File: src/rtl/mem_lfsr_bist_ctrl.sv
// mem_lfsr_bist_ctrl: built-in self-test controller for one DEPTH x 1 single-port RAM
// with a 1-cycle registered read. On start it writes an LFSR pattern to every address,
// re-seeds, reads every address back and compares, then reports pass/fail, a saturating
// error count and the first failing address. While idle the host owns the RAM port.
//
// Ports
//   clk, rst_n        clock, asynchronous active-low reset
//   start             begin a test (sampled only when idle)
//   busy              high while writing, reading or draining the compare pipe
//   done              one-cycle pulse at the end of a test
//   pass              last test error-free, held until the next start
//   err_count         number of mismatching addresses (saturating)
//   first_err_addr    address of the first mismatch, 0 if none
//   host_we/addr/data host RAM port, passed through while idle
//   host_q            RAM read data (always mem_q)
//   mem_we/addr/data  RAM port A controls
//   mem_q             RAM port A read data
module mem_lfsr_bist_ctrl #(
  parameter int unsigned        ADDR_W = 11,
  parameter int unsigned        DEPTH  = 2048,
  parameter int unsigned        LFSR_W = 16,
  parameter logic [LFSR_W-1:0]  SEED   = 16'hACE1
) (
  input  logic              clk,
  input  logic              rst_n,
  input  logic              start,
  output logic              busy,
  output logic              done,
  output logic              pass,
  output logic [ADDR_W:0]   err_count,
  output logic [ADDR_W-1:0] first_err_addr,
  input  logic              host_we,
  input  logic [ADDR_W-1:0] host_addr,
  input  logic              host_data,
  output logic              host_q,
  output logic              mem_we,
  output logic [ADDR_W-1:0] mem_addr,
  output logic              mem_data,
  input  logic              mem_q
);

  // An all-zero seed would lock the LFSR, so it is replaced by 1.
  localparam logic [LFSR_W-1:0] SeedEff  = (SEED == '0) ? LFSR_W'(1) : SEED;
  localparam logic [ADDR_W-1:0] LastAddr = ADDR_W'(DEPTH - 1);

  typedef enum logic [2:0] {StIdle, StWrite, StRead, StDrain, StDone} state_e;

  state_e              state_q;
  logic [LFSR_W-1:0]   lfsr_q;
  logic [ADDR_W-1:0]   addr_q;
  logic                pipe_vld_q;
  logic                pipe_exp_q;
  logic [ADDR_W-1:0]   pipe_addr_q;

  logic [LFSR_W-1:0]   lfsr_next;
  logic                mismatch;

  // Fibonacci LFSR, x^16+x^14+x^13+x^11+1 (right-shifting form, taps at bits 0,2,3,5).
  assign lfsr_next = {lfsr_q[0] ^ lfsr_q[2] ^ lfsr_q[3] ^ lfsr_q[5], lfsr_q[LFSR_W-1:1]};

  // mem_q belongs to the address registered into the pipe on the previous edge.
  assign mismatch = pipe_vld_q & (mem_q ^ pipe_exp_q);

  assign host_q = mem_q;

  always_comb begin
    mem_we   = 1'b0;
    mem_addr = '0;
    mem_data = 1'b0;
    unique case (state_q)
      StIdle: begin
        mem_we   = host_we;
        mem_addr = host_addr;
        mem_data = host_data;
      end
      StWrite: begin
        mem_we   = 1'b1;
        mem_addr = addr_q;
        mem_data = lfsr_q[0];
      end
      StRead:  mem_addr = addr_q;
      default: ;
    endcase
  end

  always_ff @(posedge clk or negedge rst_n) begin
    if (!rst_n) begin
      state_q        <= StIdle;
      lfsr_q         <= SeedEff;
      addr_q         <= '0;
      pipe_vld_q     <= 1'b0;
      pipe_exp_q     <= 1'b0;
      pipe_addr_q    <= '0;
      busy           <= 1'b0;
      done           <= 1'b0;
      pass           <= 1'b0;
      err_count      <= '0;
      first_err_addr <= '0;
    end else begin
      done       <= 1'b0;
      pipe_vld_q <= 1'b0;

      if (mismatch) begin
        // err_count never returns to zero within a run, so zero marks the first miss.
        if (err_count == '0) first_err_addr <= pipe_addr_q;
        if (err_count != '1) err_count <= err_count + 1'b1;
      end

      unique case (state_q)
        StIdle: begin
          if (start) begin
            lfsr_q         <= SeedEff;
            addr_q         <= '0;
            err_count      <= '0;
            first_err_addr <= '0;
            pass           <= 1'b0;
            busy           <= 1'b1;
            state_q        <= StWrite;
          end
        end
        StWrite: begin
          if (addr_q == LastAddr) begin
            addr_q  <= '0;
            lfsr_q  <= SeedEff;
            state_q <= StRead;
          end else begin
            addr_q <= addr_q + 1'b1;
            lfsr_q <= lfsr_next;
          end
        end
        StRead: begin
          pipe_vld_q  <= 1'b1;
          pipe_exp_q  <= lfsr_q[0];
          pipe_addr_q <= addr_q;
          lfsr_q      <= lfsr_next;
          if (addr_q == LastAddr) begin
            addr_q  <= '0;
            state_q <= StDrain;
          end else begin
            addr_q <= addr_q + 1'b1;
          end
        end
        StDrain: begin
          // Include the final compare happening this cycle in the verdict.
          busy    <= 1'b0;
          done    <= 1'b1;
          pass    <= (err_count == '0) && !mismatch;
          state_q <= StDone;
        end
        StDone:  state_q <= StIdle;
        default: state_q <= StIdle;
      endcase
    end
  end

endmodule

File: config.mk
export PLATFORM = sky130hd
export DESIGN_NAME = mem_lfsr_bist_ctrl
export DESIGN_NICKNAME = d
export VERILOG_FILES = /design/src/rtl/mem_lfsr_bist_ctrl.sv
export SDC_FILE = /design/constraint.sdc
export NUM_CORES = 1
export LEC_CHECK = 0
export CORE_UTILIZATION = 44
export DETAILED_ROUTE_END_ITERATION = 16
export PLACE_DENSITY = 0.68
export SYNTH_ARGS = -nofsm -noshare
export SYNTH_HDL_FRONTEND = slang
export SYNTH_SLANG_ARGS = --single-unit
File: constraint.sdc
create_clock -name clk -period 1.95 [get_ports clk]
set_clock_uncertainty 0.15 [all_clocks]
set_input_delay 0.39 -clock clk [delete_from_list [all_inputs] [get_ports clk]]
set_output_delay 0.39 -clock clk [all_outputs]
set_load 0.05 [all_outputs]
==> metrics.log, run 1 <==
INFO  metric run_status = finished with violations
INFO  metric violations = negative setup slack
INFO  metric cpMostUsedCell = sky130_fd_sc_hd__buf_12
INFO  metric critical_path.n_buffers_inverters = 3
INFO  metric wl_per_cell = 17.2 µm
INFO  metric postSynthNetCount = 378
INFO  metric synth.yosys.seq_area_share = 48.9%
INFO  metric critical_path_required = 1.41 ns
INFO  metric multi_input_area = 0.00191 mm²
INFO  metric synth_top_cell_area_share = a little over two fifths
INFO  metric avgSynthCellArea = 9.93 µm²
INFO  metric synthesis.instances = 358
INFO  metric post-route-period-util = 112%
INFO  metric final-seq-area = approximately 0.0017 mm²
INFO  metric antennaDiodeCount = 0
INFO  metric cts_inserted_buffers = 9
INFO  metric worstMarginPinSlew = 0.479 ns
INFO  metric fin_setup_tns = -2.56 ns
INFO  metric drive_gt1_share = between 30% and 40%
INFO  metric finalInstanceArea = just over 0.005 mm²
INFO  metric stdcell_count = approximately 550
INFO  metric ys_async_sr_fraction = 100%
INFO  metric report.final.slew_viol_count = 0
INFO  metric largest_delay_contributor_family_on_the_critical_path = buffers and inverters
INFO  metric critical_path.slowest_cell = sky130_fd_sc_hd__dfrtp_2
INFO  metric initial_utilization = between 40 and 50%
INFO  metric final_nets = about 460
INFO  metric synth_edf_count = 0
INFO  metric worst-endpoint-arrival = 1.64 ns
INFO  metric finalSetupViolations = 20
INFO  metric timing.critical_path.slowest_cell_delay = 0.46 ns
INFO  metric setup.worst_path.start_class = flop
INFO  metric report.final.hold_viol_count = 0
INFO  metric grt_start_max_net_pins = 70
INFO  metric post-place-cells = about 530
INFO  metric postSynthRegisterBits = between 60 and 70
INFO  metric relSlewSlack = between 60% and 70%
INFO  metric syn-cell-area = approximately 0.0036 mm²
INFO  metric ios = 57
INFO  metric drt-vias-per-instance = a little under 6
INFO  metric layout.filler_cells = roughly 640
INFO  metric grt_first_pass_wirelength = 15.0 mm
INFO  metric clkSinkCount = between 60 and 70
INFO  metric clkSlewWorstSetupHoldPaths = 0.08 ns
INFO  metric core_region_area = slightly below 0.008 mm²
INFO  metric count_leader_synth = sky130_fd_sc_hd__dfrtp_1
INFO  metric maximum_net_fanout_on_the_critical_path = 8
INFO  metric dieArea = between 0.008 and 0.009 mm²
INFO  metric rows = 32
INFO  metric worstSetupEndpointType = primary output
INFO  metric reg2reg_slack = -0.06 ns
INFO  metric postPlaceCellArea = 0.00466 mm²
INFO  metric first_global_vias = roughly 3100
INFO  metric cap_violations = 0
INFO  metric dpl.hpwl = around 6.4 mm
INFO  metric htree_num_levels = 3
INFO  metric drt_wl_total = roughly 9.4 mm
INFO  metric ant_nets = 0
INFO  metric maxClockFrequency = between 0.4 and 0.5 GHz
INFO  metric cells_taking_the_most_area_after_synthesis = sky130_fd_sc_hd__dfrtp_1 (43%), sky130_fd_sc_hd__dfstp_2 (5.9%), sky130_fd_sc_hd__a21oi_1 (5.2%)
INFO  metric power.density = 983 mW/mm²
INFO  metric rsz0062_at_grt = yes
INFO  metric grt_overflow = 0
INFO  metric grt_antenna_before_repair = 0
INFO  metric ys.flop_type = sky130_fd_sc_hd__dfrtp_1
INFO  metric leakage_dissipation = approximately 2.3 nW
INFO  metric finalWorstSetupSlack = -0.228 ns
INFO  metric vias = around 3200
INFO  metric period_needed = between 2 and 2.5 ns
INFO  metric first_pass_iters = 4
INFO  metric synth.largest_area_cell = sky130_fd_sc_hd__dfrtp_1
INFO  metric critical_path.cell_chain = buf_12, nor2b_4, buf_6, a21oi_2, nor2_4, buf_12
INFO  metric fin_total_pwr = roughly 5.0 mW
INFO  metric drc_markers = 0
INFO  metric path_class = reg2out
INFO  metric dieWidth = 91.9 µm
INFO  metric global_router_s_overall_resource_usage = 22.7%
INFO  metric die-height = about 90 µm
INFO  metric yosysUniqueCellTypes = 52
INFO  metric synth.cells.most_frequent = sky130_fd_sc_hd__dfrtp_1 (61), sky130_fd_sc_hd__a21oi_1 (37), sky130_fd_sc_hd__nor2_1 (32)
INFO  metric insertion_delay = 0.35 ns
INFO  metric drt_first_iter_violations = slightly above 200
INFO  metric ir_worst_vdd = ~1100 µV
INFO  metric cts-root-to-sink-buffers = 2
INFO  metric port_buffers = 56
INFO  metric ctsRootBufferMaster = sky130_fd_sc_hd__clkbuf_8
INFO  metric holdCritPathClass = reg2reg
INFO  metric synth.yosys.warnings = 0
INFO  metric gp_congestion = approximately 0.84
INFO  metric cts_tree = done
INFO  metric layout-area-overhead-vs-synth = 42.3%
sequential cells by signal, indices dropped and copies added (netlist names):
| register | flops |
|---|---|
| addr_q | 11 |
| busy | 1 |
| done | 1 |
| err_count | 12 |
| first_err_addr | 11 |
| lfsr_q | 16 |
| pass | 1 |
| pipe_addr_q | 11 |
| pipe_exp_q | 1 |
| pipe_vld_q | 1 |
| state_q | 3 |
per-stage QoR:
stage	utilization, %	setup WS (ns)	hold slack [ns]
2_1_floorplan	-	-0.0447	-0.0556
3_3_place_gp	59.9	-0.260	0.291
3_5_place_dp	59.9	-0.272	0.295
4_1_cts	63.6	-0.195	0.354
5_1_grt	65.1	-0.283	0.369
6_report	65.1	-0.228	0.350
layout make-up:
class                      instances  share of cell area (%)
inverter                           7                   0.520
multi-input combinational        257                    37.7
sequential                        69                    34.5
clock buffer                      10                    2.52
timing repair buffer              98                    20.5
clock inverter                     6                    1.73
tap                              102                    2.52
routing by layer:
metal / GRT usage [%] / wire length, µm / up-vias
met5: 0 / 0 / -
met4: 8.33 / 180 / 0
met3: 4.89 / 358 / 17
met2: 38.7 / 4870 / 83
met1: 28.3 / 4030 / 1611
li1: - / - / 1486
worst paths after layout:
path / cells past startpoint / endpoint / start
setup / recovery: 6 / mem_addr[5] / state_q[0]$_DFFE_PN0P_
hold / removal: 1 / lfsr_q[11]$_DFFE_PN1P_ / lfsr_q[12]$_DFFE_PN0P_
setup reg to reg: 7 / lfsr_q[10]$_DFFE_PN1P_ / state_q[0]$_DFFE_PN0P_
hold reg to reg: 1 / lfsr_q[11]$_DFFE_PN1P_ / lfsr_q[12]$_DFFE_PN0P_
max in group asynchronous: 3 / lfsr_q[10]$_DFFE_PN1P_ / rst_n
min in group asynchronous: 3 / err_count[8]$_DFF_PN0_ / rst_n
cells by family after synthesis:
family | synth area share (%)
and+or+nand+nor | 19.8
AOI/OAI and AO/OA | 16.8
DFF | 48.9
buffers and inverters | 4.29
muxes | 7.46
xor gates and xnor gates | 1.69
adders and majority gates | 1.06
power breakdown:
part / internal, mW / switching (mW) / total (mW)
clock: 0.720 / 0.556 / 1.28
combinational: 0.831 / 0.883 / 1.71
sequential: 1.74 / 0.235 / 1.98
cells in the final DEF, fill, tap and decap left out, types with 4 or more instances in the layout:
cell / Yosys / layout
sky130_fd_sc_hd__o22a_1: 7 / 7
sky130_fd_sc_hd__nand3_1: 26 / 26
sky130_fd_sc_hd__inv_1: 7 / 7
sky130_fd_sc_hd__nor2_1: 32 / 19
sky130_fd_sc_hd__o31ai_1: 9 / 9
sky130_fd_sc_hd__or3_1: 6 / 6
sky130_fd_sc_hd__nand4_1: 7 / 7
sky130_fd_sc_hd__buf_12: 0 / 19
sky130_fd_sc_hd__nand2_1: 15 / 14
sky130_fd_sc_hd__or4_1: 8 / 7
sky130_fd_sc_hd__and3_1: 6 / 6
sky130_fd_sc_hd__mux2_2: 12 / 12
sky130_fd_sc_hd__dfrtp_1: 61 / 55
sky130_fd_sc_hd__a21oi_1: 37 / 25
sky130_fd_sc_hd__dfstp_2: 8 / 8
sky130_fd_sc_hd__o21ai_0: 21 / 21
sky130_fd_sc_hd__clkdlybuf4s50_1: 0 / 14
sky130_fd_sc_hd__a21oi_2: 1 / 12
sky130_fd_sc_hd__mux2i_1: 13 / 13
sky130_fd_sc_hd__dfrtp_2: 0 / 6
sky130_fd_sc_hd__nor2_4: 0 / 11
sky130_fd_sc_hd__and2_1: 5 / 4
sky130_fd_sc_hd__buf_4: 4 / 59
sky130_fd_sc_hd__a22o_1: 8 / 8
sky130_fd_sc_hd__clkbuf_8: 0 / 9
what timing repair did:
item	in CTS	in global routing
setup buffers	1	1
pin swaps	1	4
setup endpoints to repair	12	49
hold endpoints to repair	61	0
gates cloned	1	2
gates resized for setup	14	19
hold buffers	1	0
Power figures use the tool's default switching activity.
==> run 2: changes to the inputs <==
CORE_MARGIN = 1   (was unset)
CORE_UTILIZATION = 54   (was 44)
PLACE_DENSITY = 0.8   (was 0.68)
==> metrics.log, run 2 (synthesis results as in run 1) <==
INFO  metric run_status = finished with violations
INFO  metric violations = negative setup slack
INFO  metric clockPowerShare = a little over a quarter
INFO  metric grt_first_pass_wirelength = roughly 16 mm
INFO  metric drc_markers = 0
INFO  metric largest_register = lfsr_q
INFO  metric setup.worst_path.start_class = flop
INFO  metric maximum_net_fanout_on_the_critical_path = 13
INFO  metric mostFrequentLayoutCell = sky130_fd_sc_hd__buf_4
INFO  metric critical_path.cell_chain = buf_12, mux2i_1, nor2_1, a21oi_2, nor2_4, buf_12
INFO  metric grt_start_max_net_pins = 38
INFO  metric timing.critical_path.slowest_cell_delay = 0.40 ns
INFO  metric grt_antenna_before_repair = 0
INFO  metric report.final.slew_viol_count = 0
INFO  metric worst-endpoint-arrival = 1.61 ns
INFO  metric wl_per_cell = about 20 µm
INFO  metric critical_path_required = about 1.4 ns
INFO  metric drt_first_iter_violations = roughly 300
INFO  metric dieWidth = roughly 83 µm
INFO  metric post-route-period-util = 110%
INFO  metric power_switching_share = around 35%
INFO  metric rows = 29
INFO  metric layout.cells.most_common_list = sky130_fd_sc_hd__buf_4 (69), sky130_fd_sc_hd__dfrtp_1 (56), sky130_fd_sc_hd__nand3_1 (26)
INFO  metric critical_path.slowest_cell = sky130_fd_sc_hd__dfrtp_1
INFO  metric cts-root-to-sink-buffers = 2
INFO  metric final_layout_worst_hold_slack = 0.361 ns
INFO  metric worstSetupEndpointType = primary output
INFO  metric port_buffers = 56
INFO  metric ctsRootBufferMaster = sky130_fd_sc_hd__clkbuf_8
INFO  metric relSlewSlack = 65.3%
INFO  metric initial_utilization = about 56%
INFO  metric drt-vias-per-instance = 6.37
INFO  metric clkSlewWorstSetupHoldPaths = ~0.09 ns
INFO  metric holdCritPathClass = reg2reg
INFO  metric die-height = slightly above 80 µm
INFO  metric path_class = reg2out
INFO  metric layout-area-overhead-vs-synth = 43.0%
INFO  metric finalSetupViolations = 13
INFO  metric antennaDiodeCount = 0
INFO  metric ant_nets = 0
INFO  metric worstMarginPinSlew = 0.517 ns
INFO  metric largest_delay_contributor_family_on_the_critical_path = flip-flops
INFO  metric first_global_vias = between 3000 and 4000
INFO  metric gp_congestion = around 0.91
INFO  metric largest_register_ffs = 16
INFO  metric htree_num_levels = 3
INFO  metric leakage_dissipation = 2.40 nW
INFO  metric first_pass_iters = 5
INFO  metric final_nets = roughly 470
INFO  metric core_region_area = about 0.0063 mm²
INFO  metric ir_worst_vdd = around 940 µV
INFO  metric drt_wl_total = 10.6 mm
INFO  metric detailedPlace.worstSlack = -0.373 ns
INFO  metric critical_path.n_buffers_inverters = 2
INFO  metric power_switching = around 1.8 mW
INFO  metric top_regs = lfsr_q (16), err_count (12)
INFO  metric dieArea = 0.00691 mm²
INFO  metric rsz0062_at_grt = yes
INFO  metric power_frac_comb = 35.4%
INFO  metric global_router_s_overall_resource_usage = 29.7%
INFO  metric cap_violations = 0
INFO  metric cpMostUsedCell = sky130_fd_sc_hd__buf_12
INFO  metric finalWorstSetupSlack = -0.199 ns
INFO  metric power.density = 1000 mW/mm²
INFO  metric period_needed = roughly 2.1 ns
INFO  metric report.final.hold_viol_count = 0
INFO  metric drive_gt1_share = between 40% and 50%
INFO  metric vias = 3401
INFO  metric internal_power = about 3.3 mW
INFO  metric cts_tree = done
INFO  metric clkSinkCount = between 60 and 70
INFO  metric insertion_delay = about 0.35 ns
INFO  metric ios = 57
INFO  metric cts_inserted_buffers = 9
INFO  metric dpl.hpwl = 6.52 mm
INFO  metric seqPwrFrac = between 30% and 40%
INFO  metric maxClockFrequency = between 0.4 and 0.5 GHz
INFO  metric grt_overflow = 0
run 2: routing by layer:
layer  share of wire, %  global-route usage [%]  routed length, µm  up-vias
met3                7.2                    5.17                758       34
li1                   -                       -                  -     1506
met4                3.2                    14.1                337        0
met1                 37                    37.1               3960     1680
met2                 52                    50.1               5550      181
met5                  0                       0                  0        -
run 2: metrics by stage:
stage	power, mW	util, %	cell area, µm²	instances	setup TNS (ns)
floorplan	2.90	-	3670	358	-0.336
global placement	3.60	72.2	4590	503	-6.62
detailed placement	3.65	72.2	4590	503	-7.98
CTS	5.00	78.2	4970	528	-1.95
global route	5.29	80.1	5080	534	-3.12
finish	5.09	80.1	5080	534	-1.86
run 2: power by group through the flow:
| stage | registers (mW) | logic (mW) | clock network [mW] |
|---|---|---|---|
| final | 1.96 | 1.80 | 1.33 |
| after CTS | 1.94 | 1.75 | 1.31 |
| after detailed placement | 1.96 | 1.69 | 0 |
| after global routing | 1.99 | 1.91 | 1.38 |
| after floorplan | 1.93 | 0.968 | 0 |
| after global placement | 1.95 | 1.65 | 0 |
run 2: worst paths after layout:
kind | cells past startpoint | end | slack, ns | startpoint
worst min-delay path | 2 | busy$_DFFE_PN0P_ | 0.36 | busy$_DFFE_PN0P_
worst min register to register | 2 | busy$_DFFE_PN0P_ | 0.36 | busy$_DFFE_PN0P_
worst max-delay path | 6 | mem_addr[0] | -0.20 | state_q[0]$_DFFE_PN0P_
worst max register to register | 8 | addr_q[2]$_DFFE_PN0P_ | -0.05 | state_q[0]$_DFFE_PN0P_
max in group asynchronous | 3 | err_count[6]$_DFF_PN0_ | 0.65 | rst_n
min in group asynchronous | 2 | addr_q[10]$_DFFE_PN0P_ | 0.40 | rst_n
run 2: layout make-up:
class	count	area, µm²
Sequential cell	69	1740
Tap cell	77	96.3
Clock inverter	7	97.6
Multi-Input combinational cell	258	1920
Timing Repair Buffer	107	1080
Clock buffer	9	124
Fill cell	371	1260
Inverter	7	26.3
run 2: timing repair:
action / CTS / global route
hold buffers: 1 / 0
setup endpoints to repair: 34 / 61
gates resized for setup: 22 / 19
pin swaps: 6 / 7
gates cloned: 2 / 2
buffers inserted: 6 / 4
hold endpoints to repair: 12 / 0
run 2: worst reg2reg max path, stage by stage, from the launching register on:
cell                      delay, ns
sky130_fd_sc_hd__dfrtp_1       0.42
sky130_fd_sc_hd__buf_4         0.16
sky130_fd_sc_hd__buf_16        0.15
sky130_fd_sc_hd__or3_1         0.36
sky130_fd_sc_hd__buf_4         0.16
sky130_fd_sc_hd__nand2_2       0.09
sky130_fd_sc_hd__buf_6         0.14
sky130_fd_sc_hd__o21ai_0       0.09
sky130_fd_sc_hd__o21ai_0       0.16
==> run 3: changes to the inputs <==
REMOVE_ABC_BUFFERS = 1   (was unset)
==> metrics.log, run 3 (synthesis results as in run 1) <==
INFO  metric post-place-cells = around 500
INFO  metric wl_per_cell = between 20 and 25 µm
INFO  metric dieWidth = just over 80 µm
INFO  metric maxClockFrequency = 0.435 GHz
INFO  metric drt_first_iter_violations = between 300 and 400
INFO  metric holdCritPathClass = reg2reg
INFO  metric clkSlewWorstSetupHoldPaths = 0.09 ns
INFO  metric ir_worst_vdd = about 770 µV
INFO  metric cts_inserted_buffers = 9
INFO  metric post-route-period-util = 118%
INFO  metric largest_register_ffs = 16
INFO  metric finalSetupViolations = 32
INFO  metric leakage_dissipation = between 2 and 2.5 nW
INFO  metric grt_start_max_net_pins = 70
INFO  metric timing.rr.start = state_q[0]$_DFFE_PN0P_
INFO  metric finalWorstSetupSlack = -0.350 ns
INFO  metric drive_gt1_share = between 30 and 40%
INFO  metric layout.cells.most_common_list = sky130_fd_sc_hd__buf_4 (73), sky130_fd_sc_hd__dfrtp_1 (57), sky130_fd_sc_hd__a21oi_1 (31)
INFO  metric power_switching = between 1.5 and 2 mW
INFO  metric power_switching_share = ~36%
INFO  metric ios = 57
INFO  metric core_region_area = about 0.0063 mm²
INFO  metric worstSetupEndpointType = primary output
INFO  metric dpl.hpwl = ~6.5 mm
INFO  metric rows = 29
INFO  metric min_from = lfsr_q[14]$_DFFE_PN0P_
INFO  metric rsz0062_at_grt = yes
INFO  metric final_nets = 484
INFO  metric internal_power = around 3.0 mW
INFO  metric run_status = finished with violations
INFO  metric stdcell_count = between 500 and 600
INFO  metric path_class = reg2out
INFO  metric power_frac_comb = about a third
INFO  metric grt_overflow = 0
INFO  metric seqPwrFrac = about 43%
INFO  metric clkSinkCount = 69
INFO  metric fin_setup_tns = -3.99 ns
INFO  metric report.final.hold_viol_count = 0
INFO  metric cts-root-to-sink-buffers = 2
INFO  metric relSlewSlack = 69.3%
INFO  metric clockPowerShare = 22.1%
INFO  metric drc_markers = 0
INFO  metric vias = between 3000 and 4000
INFO  metric grt_antenna_before_repair = 0
INFO  metric power.density = around 900 mW/mm²
INFO  metric drt-vias-per-instance = about 6.5
INFO  metric global_router_s_overall_resource_usage = ~29%
INFO  metric drt_wl_total = 11.2 mm
INFO  metric layout-area-overhead-vs-synth = 43.4%
INFO  metric ant_nets = 0
INFO  metric worst-endpoint-arrival = between 1.5 and 2 ns
INFO  metric first_pass_iters = 5
INFO  metric gp_congestion = just over 0.9
INFO  metric htree_num_levels = 3
INFO  metric period_needed = roughly 2.3 ns
INFO  metric first_global_vias = 3232
INFO  metric initial_utilization = ~56%
INFO  metric die-height = between 80 and 90 µm
INFO  metric report.final.slew_viol_count = 0
INFO  metric mostFrequentLayoutCell = sky130_fd_sc_hd__buf_4
INFO  metric cap_violations = 0
INFO  metric grt_first_pass_wirelength = between 15 and 20 mm
INFO  metric violations = negative setup slack
INFO  metric insertion_delay = about 0.37 ns
INFO  metric startpoint = state_q[0]$_DFFE_PN0P_
INFO  metric setup.worst_path.start_class = flop
INFO  metric worstMarginPinSlew = approximately 0.46 ns
INFO  metric antennaDiodeCount = 0
INFO  metric detailedPlace.worstSlack = -0.287 ns
INFO  metric largest_register = lfsr_q
INFO  metric cts_tree = done
INFO  metric critical_path_required = 1.41 ns
INFO  metric dieArea = about 0.007 mm²
INFO  metric port_buffers = 56
INFO  metric ctsRootBufferMaster = sky130_fd_sc_hd__clkbuf_8
INFO  metric top_regs = lfsr_q (16), err_count (12)
INFO  metric maximum_net_fanout_on_the_critical_path = 6
-- run 3: cell count changes in the layout (fill, tap and decap cells not counted), sizes merged --
cell and change:
buf +9, clkbuf +7, nand3 -1, clkinvlp -2
clkinv +2, bufinv -2, and2 +1, inv -2
-- run 3: stage by stage --
stage | hold slack [ns] | cell area (µm²) | total power, mW | utilization [%]
2_1_floorplan | -0.0556 | 3430 | 2.79 | -
3_3_place_gp | 0.283 | 4510 | 3.50 | 71.1
3_5_place_dp | 0.290 | 4510 | 3.55 | 71.1
4_1_cts | 0.339 | 4790 | 4.58 | 75.4
5_1_grt | 0.367 | 5100 | 4.88 | 80.3
6_report | 0.348 | 5100 | 4.69 | 80.3
-- run 3: power groups by stage --
stage | clock network, mW | logic (mW) | registers [mW]
after detailed placement | 0 | 1.52 | 2.03
after global routing | 1.11 | 1.71 | 2.06
final | 1.04 | 1.61 | 2.04
after floorplan | 0 | 0.805 | 1.98
after CTS | 1.02 | 1.55 | 2.01
after global placement | 0 | 1.49 | 2.01
-- run 3: routing by layer --
layer	share of wire, %	track usage (%)
met1	40	40.6
met2	50	44.5
met3	7.3	6.66
met4	3.4	11.1
met5	0	0
-- run 3: worst paths after layout --
path / cells after the start / slack (ns) / end
max: 6 / -0.35 / mem_addr[3]
min: 1 / 0.35 / lfsr_q[13]$_DFFE_PN1P_
max reg2reg: 8 / -0.28 / addr_q[9]$_DFFE_PN0P_
min reg2reg: 1 / 0.35 / lfsr_q[13]$_DFFE_PN1P_
max in group asynchronous: 3 / 0.87 / lfsr_q[15]$_DFFE_PN1P_
min in group asynchronous: 3 / 0.43 / done$_DFF_PN0_
-- run 3: what timing repair did --
action / in CTS / in global routing
hold endpoints to repair: 61 / 0
pin swaps: 13 / 26
cloned: 0 / 4
buffers inserted: 4 / 12
endpoints found under the setup margin: 13 / 56
gates resized for setup: 22 / 51
hold buffers: 1 / 0
-- run 3: worst max-delay path, cell delays in order (launching register included) --
cell and delay (ns):
sky130_fd_sc_hd__dfrtp_2 0.47, sky130_fd_sc_hd__clkbuf_16 0.18, sky130_fd_sc_hd__mux2i_1 0.13, sky130_fd_sc_hd__nor2_1 0.16, sky130_fd_sc_hd__a21oi_1 0.08, sky130_fd_sc_hd__nor2_1 0.20
sky130_fd_sc_hd__buf_12 0.17
-- run 3: final cells by class --
type                            instances  area [µm²]
Inverter                                7        26.3
Sequential cell                        69        1740
Tap cell                               77        96.3
Timing Repair Buffer                  119        1210
Clock buffer                           13         139
Multi-Input combinational cell        258        1870
Clock inverter                          3        22.5
Fill cell                             376        1250
==> RTL edit (settings of run 1) <==
The parameter `LFSR_W` goes from 16 to 24.
--- a/src/rtl/mem_lfsr_bist_ctrl.sv
+++ b/src/rtl/mem_lfsr_bist_ctrl.sv
@@ -18,7 +18,7 @@
 module mem_lfsr_bist_ctrl #(
   parameter int unsigned        ADDR_W = 11,
   parameter int unsigned        DEPTH  = 2048,
-  parameter int unsigned        LFSR_W = 16,
+  parameter int unsigned        LFSR_W = 24,
   parameter logic [LFSR_W-1:0]  SEED   = 16'hACE1
 ) (
   input  logic              clk,
Behaviour: no difference found for any inputs over 10 cycles, from zero or initial values and one cycle with rst_n low; that may be too few to reach the edited logic, so the function may still have changed.
==> RTL edit against run 1 <==
Critical endpoint is now mem_addr[7]; the run still ends with negative setup slack left; count of clock-buffer cells in the layout stayed put; sequential power up 14%; highest routed layer unchanged; wire length is 4.3% higher; non-clock buffer count grew 24; power is 8.6% higher; die area rose by 7.6%; register-to-register slack improved by 0.09 ns; sequential cell count up 8; worst setup slack better by 0.011 ns; via count rose by 3.7%; cell area up 9.2%; maximum frequency increased by 0.50%; area after synthesis up 7.7%.
==> RTL edit: results (changes against run 1) <==
* Met1 Use GR at 0.325 (+0.0417)
* Max VDD drop at 0.971 mV (-9.2%)
* Pleak at 2.44 nW (+4.0%)
* Post-synthesis sequential area ratio at 0.506 (+0.0172)
* Routability Congestion at 0.925 (+10%)
* Outcome: finished with violations
* First-pass GRT wire length at 16200 um (+8.0%)
* Top Registers: lfsr_q: 24 flops, err_count: 12 flops
* M1 wire length at 4510 um (+12%)
* Vias in the first global route at 3154 (+2.6%)
* Met3 usage at 0.0470 (-0.00187)
* Drt total wl at 9840 um (+4.3%)
* Placed Instances at 555 (+5.1%)
* Initial DRC count at 160 (-23%)
* Final #Nets at 497 (+7.6%)
* PnR worst setup slack at -0.217 ns (+0.0109 ns)
* Clock Power Share at 0.252 (-0.005)
* Fillers at 634 (-0.16%)
* Cell count after synthesis at 374 (+4.5%)
* Post-Synthesis Net Count at 394 (+4.2%)
* Unique masters post-synth at 54 (+3.8%)
* Post-CTS setup buffer count at 6 (+5)
* DP Area at 0.00501 mm2 (+7.6%)
* DR top layer: met4
* Metal2 WL at 4680 um (-3.9%)
* Share of cells above drive strength 1 at 0.411 (+0.0327)
* Worst Path Max Fanout at 5 (-3)
* GRT Util Overall at 0.234 (+0.00682)
* Largest net degree at the start of global routing at 78 (+11%)
* Power per cell area at 977 mW/mm2 (-0.56%)
* CTS resizes at 22 (+8)
* Failing checks: negative setup slack
* Internal power at 3.64 mW (+11%)
* CP top delay family: flip-flops
* Metal3 WL at 503 um (+41%)
* TNS Setup at -2.03 ns (+0.531 ns)
* Met2 global-route usage at 0.360 (-0.0279)
* Vias post-DR at 3315 (+3.7%)
* DP Wirelength at 6620 um (+4.0%)
* Endpoints failing setup at 12 (-40%)
-- RTL edit: path summary, 6_finish.rpt --
check	from	endpoint	slack, ns	cells past startpoint
min	pipe_addr_q[4]$_DFFE_PN0N_	pipe_addr_q[4]$_DFFE_PN0N_	0.35	2
min in group asynchronous	rst_n	err_count[11]$_DFF_PN0_	0.45	3
max reg2reg	state_q[1]$_DFFE_PN0P_	addr_q[0]$_DFFE_PN0P_	0.03	8
max	state_q[1]$_DFFE_PN0P_	mem_addr[7]	-0.22	6
min reg2reg	pipe_addr_q[4]$_DFFE_PN0N_	pipe_addr_q[4]$_DFFE_PN0N_	0.35	2
max in group asynchronous	rst_n	lfsr_q[0]$_DFFE_PN1P_	0.84	3
-- RTL edit: area by class of cell --
type / instances / area [um2] / share of cell area
clock buffers: 10 / 128 / 0.0231
repair buffers: 122 / 1250 / 0.227
multi-input cells: 261 / 1940 / 0.352
well taps: 105 / 131 / 0.0238
flip-flops and latches: 77 / 1950 / 0.353
clock inverters: 6 / 95.1 / 0.0172
inverters: 6 / 22.5 / 0.00408
-- RTL edit: through the flow --
step	worst slack (ns)	hold WS [ns]
floorplan	-0.168	-0.0556
CTS	-0.193	0.349
global route	-0.290	0.367
global placement	-0.258	0.307
detailed placement	-0.296	0.306
finish	-0.217	0.349
-- RTL edit: cells by family (layout without fill, tap and decap cells) --
kind of cell / after synthesis / in the layout / share of synthesized area
adder cells (fa/ha/maj): 3 / 3 / 0.00980
flip-flops: 77 / 77 / 0.506
AO/OA/AOI/OAI: 104 / 104 / 0.184
buffers and inverters: 36 / 144 / 0.0464
multiplexers: 26 / 26 / 0.0725
XOR/XNOR: 6 / 6 / 0.0137
AND/OR/NAND/NOR: 122 / 122 / 0.168
